**src/rtl/dphy_tx_lane_seq.sv**
```systemverilog
// D-PHY HS transmit sequencer: orders clock-lane and data-lane requests around
// a PPI HS burst and supervises every lane-controller handshake with a timeout.
module dphy_tx_lane_seq #(
  parameter int unsigned NUM_LANES = 4,
  parameter int unsigned TCLK_PRE  = 8,
  parameter int unsigned TCLK_POST = 16,
  parameter int unsigned TIMEOUT   = 255,
  parameter int unsigned CNT_W     = 8
) (
  input  logic                 clk,
  input  logic                 rst,
  input  logic                 i_tx_req_hs,
  input  logic [NUM_LANES-1:0] i_lane_enable,
  output logic                 o_tx_ready_hs,
  output logic                 o_clk_hs_req,
  input  logic                 i_clk_hs_active,
  output logic [NUM_LANES-1:0] o_data_hs_req,
  input  logic [NUM_LANES-1:0] i_data_hs_ready,
  input  logic [NUM_LANES-1:0] i_data_lp_stop,
  input  logic                 i_err_clr,
  output logic                 o_err_timeout,
  output logic                 o_busy
);

  // Counter load values: budget minus one so a timed state lasts exactly its budget.
  localparam logic [CNT_W-1:0] L_TIMEOUT = CNT_W'(TIMEOUT - 1);
  localparam logic [CNT_W-1:0] L_PRE     = CNT_W'(TCLK_PRE - 1);
  localparam logic [CNT_W-1:0] L_POST    = CNT_W'(TCLK_POST - 1);

  typedef enum logic [2:0] {
    S_IDLE,
    S_CLK_START,
    S_CLK_PRE,
    S_DATA_ACTIVE,
    S_DATA_END,
    S_CLK_POST,
    S_CLK_END
  } state_t;

  state_t               r_state;
  logic [CNT_W-1:0]     r_cnt;
  logic [NUM_LANES-1:0] r_lane_mask;
  logic                 r_clk_hs_req;
  logic [NUM_LANES-1:0] r_data_hs_req;
  logic                 r_err_timeout;
  logic                 r_busy;

  logic w_expired;
  logic w_ready_all;
  logic w_stop_all;
  logic w_timeout;

  // Disabled lanes count as ready/stopped so only the captured mask matters.
  assign w_expired   = (r_cnt == '0);
  assign w_ready_all = &(i_data_hs_ready | ~r_lane_mask);
  assign w_stop_all  = &(i_data_lp_stop | ~r_lane_mask);

  assign w_timeout = w_expired && (
                       ((r_state == S_CLK_START) && !i_clk_hs_active) ||
                       ((r_state == S_DATA_END)  && !w_stop_all)      ||
                       ((r_state == S_CLK_END)   &&  i_clk_hs_active));

  assign o_tx_ready_hs = (r_state == S_DATA_ACTIVE) && w_ready_all;
  assign o_clk_hs_req  = r_clk_hs_req;
  assign o_data_hs_req = r_data_hs_req;
  assign o_err_timeout = r_err_timeout;
  assign o_busy        = r_busy;

  always_ff @(posedge clk) begin
    if (rst) begin
      r_state       <= S_IDLE;
      r_cnt         <= '0;
      r_lane_mask   <= '0;
      r_clk_hs_req  <= 1'b0;
      r_data_hs_req <= '0;
      r_busy        <= 1'b0;
    end else if (w_timeout) begin
      r_state       <= S_IDLE;
      r_cnt         <= '0;
      r_clk_hs_req  <= 1'b0;
      r_data_hs_req <= '0;
      r_busy        <= 1'b0;
    end else begin
      r_cnt <= r_cnt - CNT_W'(1);
      case (r_state)
        S_IDLE: begin
          r_cnt <= '0;
          if (i_tx_req_hs && (|i_lane_enable)) begin
            r_state      <= S_CLK_START;
            r_lane_mask  <= i_lane_enable;
            r_cnt        <= L_TIMEOUT;
            r_clk_hs_req <= 1'b1;
            r_busy       <= 1'b1;
          end
        end
        S_CLK_START: begin
          if (i_clk_hs_active) begin
            if (i_tx_req_hs) begin
              r_state <= S_CLK_PRE;
              r_cnt   <= L_PRE;
            end else begin
              r_state <= S_CLK_POST;
              r_cnt   <= L_POST;
            end
          end
        end
        S_CLK_PRE: begin
          if (!i_tx_req_hs) begin
            r_state <= S_CLK_POST;
            r_cnt   <= L_POST;
          end else if (w_expired) begin
            r_state       <= S_DATA_ACTIVE;
            r_cnt         <= '0;
            r_data_hs_req <= r_lane_mask;
          end
        end
        S_DATA_ACTIVE: begin
          r_cnt <= '0;
          if (!i_tx_req_hs) begin
            r_state       <= S_DATA_END;
            r_cnt         <= L_TIMEOUT;
            r_data_hs_req <= '0;
          end
        end
        S_DATA_END: begin
          if (w_stop_all) begin
            r_state <= S_CLK_POST;
            r_cnt   <= L_POST;
          end
        end
        S_CLK_POST: begin
          if (w_expired) begin
            r_state      <= S_CLK_END;
            r_cnt        <= L_TIMEOUT;
            r_clk_hs_req <= 1'b0;
          end
        end
        S_CLK_END: begin
          if (!i_clk_hs_active) begin
            r_state <= S_IDLE;
            r_cnt   <= '0;
            r_busy  <= 1'b0;
          end
        end
        default: begin
          r_state       <= S_IDLE;
          r_cnt         <= '0;
          r_clk_hs_req  <= 1'b0;
          r_data_hs_req <= '0;
          r_busy        <= 1'b0;
        end
      endcase
    end
  end

  // Sticky error: a new timeout wins over a same-cycle clear.
  always_ff @(posedge clk) begin
    if (rst) begin
      r_err_timeout <= 1'b0;
    end else if (w_timeout) begin
      r_err_timeout <= 1'b1;
    end else if (i_err_clr) begin
      r_err_timeout <= 1'b0;
    end
  end

endmodule

```
**config.mk**
```make
export PLATFORM = sky130hd
export DESIGN_NAME = dphy_tx_lane_seq
export DESIGN_NICKNAME = d
export VERILOG_FILES = /design/src/rtl/dphy_tx_lane_seq.sv
export SDC_FILE = /design/constraint.sdc
export NUM_CORES = 1
export LEC_CHECK = 0
export CAP_MARGIN = 20
export CORE_AREA = 2 2 56 58
export DETAILED_ROUTE_END_ITERATION = 8
export DIE_AREA = 0 0 58 60
export HOLD_SLACK_MARGIN = 0.1
export PLACE_DENSITY = 0.73
export SLEW_MARGIN = 40
export SYNTH_ARGS = -nofsm -noshare
export SYNTH_HDL_FRONTEND = slang
export SYNTH_SLANG_ARGS = --single-unit
```
**constraint.sdc**
```tcl
create_clock -name clk -period 2.5 [get_ports clk]
set_input_delay 0.5 -clock clk [delete_from_list [all_inputs] [get_ports clk]]
set_output_delay 0.5 -clock clk [all_outputs]
set_load 0.05 [all_outputs]
```
==> summary.md <==
| Metric | Value |
|---|---|
| Outcome | `finished, final reports clean` |
| DR vias/cell | `5.97` |
| Reg2reg end | `r_cnt[4]$_SDFF_PP0_` |
| Initial drt markers | `68` |
| Worst R2R Path Depth | `7` |
| DR WL met2 | `1690 µm` |
| GP Congestion | `0.914` |
| Pins Over Slew Limit | `0` |
| Layout filler cell count | `280` |
| Reg2reg setup slack | `420 ps` |
| Remaining DRCs | `0` |
| Post-synth ARST share | `0%` |
| Synth area leaders | `dfxtp_1, nor2_1, a21oi_1` |
| Max Cap Viol | `0` |
| Core ar. | `2900 µm²` |
| Worst rel slew slack | `56.4%` |
| Share of the synthesized area in the top cell type | `32.5%` |
| Setup Buffers After CTS | `0` |
| I/O Pins | `25` |
| Number of distinct library cells after synthesis | `50` |
| Placed Cells incl. Taps | `220` |
| Mapped Cells | `169` |
| Worst Hold Launch | `o_err_timeout$_SDFFE_PP0P_` |
| Avg Inst Size Synth | `8.03 µm²` |
| Largest area contributor in the netlist | `dfxtp_1` |
| Post-synthesis simple-gate area fraction | `29.8%` |
| Worst Setup SP | `r_state[1]$_SDFFE_PP0P_` |
| CTS tree | `built` |
| ANT nets after route | `0` |
| Die height | `60 µm` |
| Post-synth top cells | `dfxtp_1, nor2_1, nand2_1` |
| First-pass GRT wire length | `5600 µm` |
| Diode count | `0` |
| Ys Warns | `0` |
| Hold Crit Endpoint | `o_err_timeout$_SDFFE_PP0P_` |
| Drt pass-1 iters | `4` |
| Critical Path End Type | `output pin` |
| Post-synthesis mux area share | `5.44%` |
| Total global-route track usage | `20.3%` |
| Vias in the first global route | `1278` |
| Layout net count | `210` |
| Largest net degree at the start of global routing | `21` |
| Syn_nets | `187` |
| TritonCTS Sinks | `22` |
| Initial antenna violation count | `0` |
| Setup violators final | `0` |
| Worst Skew | `1.37 ps` |
| Least-Margin Pin Slew | `653 ps` |
| DP HPWL | `2520 µm` |
| Fin crit share | `92.7%` |
| Cell area after synthesis | `1360 µm²` |
| WP data arrival | `1820 ps` |
| XOR/XNOR share of the synthesized area | `3.23%` |
| Final hold vios | `0` |
| Largest family of logic cells by synthesized area | `simple AND/OR/NAND/NOR gates` |
| WL met1 | `1460 µm` |
| Routed length on met3 | `143 µm` |
| Hold crit path type | `flip-flop to flip-flop` |
| Routed vias | `1338` |
| Critical Path Source Type | `flip-flop` |
| Syn-to-layout area delta | `23.2%` |
| VDD IR max | `0.357 mV` |
| Clk_lat worst skew | `310 ps` |
| Hold buffer count at cts | `0` |
| Req. time, crit path | `2000 ps` |
| Total global routing overflow | `0` |
| CTS max path bufs | `2` |
| Share of layout cells above drive strength 1 | `10.5%` |
| Unrepaired setup endpoints after global routing | `no` |
| Hold path depth | `2` |
| Layout Cells excl Fill | `224` |
| Routed WL | `3320 µm` |
| DR top layer | `met4` |
| TritonCTS buffer count | `3` |
| Worst-path clk slew | `130 ps` |
| Sequential-to-total area share from yosys stat | `32.5%` |
| TNS Setup | `0 ps` |
| Die area | `3480 µm²` |
| Critical Path Fanout Max | `17` |
| Port Buffers | `24` |
| Maximum clock rate | `0.431 GHz` |
| Drt wl/cell | `14.8 µm` |
| Minimum clock period | `2320 ps` |
| Synth Area in Compound Gates | `23.3%` |
| Rows | `20` |
| EDFF count, synth | `0` |
| Initial Util | `46.7%` |
| Htree depth | `1` |
| Chip width | `58 µm` |
| RR Startpoint | `r_cnt[0]$_SDFF_PP0_` |
| Crit Path Category | `flip-flop to output pin` |
| PwrDens | `635 nW/µm²` |
| Yosys reg bits | `22` |
| Leakage | `0.586 nW` |
| Ys flop type | `dfxtp_1` |
| Post-Synth Adder-Cell Area | `0.923%` |
| CTS root buf | `clkbuf_4` |
| Post-CTS sizing | `0` |
[area by class of cell]
class | instances | area [µm²] | share of cell area [%]
clock buffers | 4 | 36.3 | 2.17
inverters | 8 | 30.0 | 1.80
multi-input cells | 131 | 857 | 51.3
flip-flops and latches | 22 | 440 | 26.4
well taps | 33 | 41.3 | 2.47
repair buffers | 26 | 265 | 15.9
[how the worst max path moves through the flow]
| stage | to | slack, ps | depth (start not counted) |
|---|---|---|---|
| 2_1_floorplan | o_tx_ready_hs | 210 | 3 |
| 3_3_place_gp | r_cnt[1]$_SDFF_PP0_ | 220 | 5 |
| 3_5_place_dp | r_cnt[4]$_SDFF_PP0_ | 150 | 6 |
| 4_1_cts | o_tx_ready_hs | 180 | 3 |
| 5_1_grt | o_tx_ready_hs | 60 | 3 |
| 6_report | o_tx_ready_hs | 180 | 3 |
[kinds of logic (layout without fill, tap and decap cells)]
logic type	Yosys count	count (layout)
DFF	22	22
AOI/OAI and AO/OA	46	46
xor gates and xnor gates	5	5
buffers and inverters	16	38
adders and majority gates	1	1
and+or+nand+nor	72	72
muxes	7	7
[per-layer routing]
metal  GRT usage (%)  vias to the layer above
li1                -                      656
met1            26.0                      648
met2            34.4                       30
met3            3.46                        4
met4            6.98                        0
met5               0                        -
[state kept, by name, indices dropped and copies added, names as in the netlist]
name and count:
o_busy 1, o_clk_hs_req 1, o_data_hs_req 4, o_err_timeout 1, r_cnt 8, r_lane_mask 4, r_state 3
[worst max-delay path, stage by stage (launching register included)]
cell,delay (ps)
dfxtp_1,660
nand2_1,240
nor4_2,420
buf_12,190
[per-stage QoR]
stage / util [%] / cell area, µm² / total power [mW] / worst slack [ps] / hold WS, ps
global route: 57.5 / 1670 / 1.12 / 61.0 / 517
finish: 57.5 / 1670 / 1.06 / 182 / 485
detailed placement: 56.3 / 1630 / 0.859 / 146 / 472
CTS: 57.5 / 1670 / 1.06 / 183 / 490
global placement: 56.3 / 1630 / 0.846 / 224 / 466
floorplan: - / 1360 / 0.754 / 207 / 460
[layout by cell type, fill, tap and decap left out, types with 4 or more instances in the layout]
| master | instances |
|---|---|
| dfxtp_1 | 22 |
| a21oi_1 | 12 |
| o21ai_0 | 8 |
| nand2b_1 | 8 |
| nand2_1 | 13 |
| inv_1 | 8 |
| nor2_1 | 22 |
| mux2i_1 | 4 |
| clkdlybuf4s50_1 | 23 |
| nor3_1 | 4 |
| a211oi_1 | 4 |
[report_power, final]
part           switching [mW]  internal, mW  leakage, nW
Clock                   0.114        0.0889       0.0210
Sequential             0.0527         0.393        0.180
Combinational           0.227         0.184        0.385
Total                   0.394         0.666        0.586
Note: power is estimated with default switching activity, not from simulation.
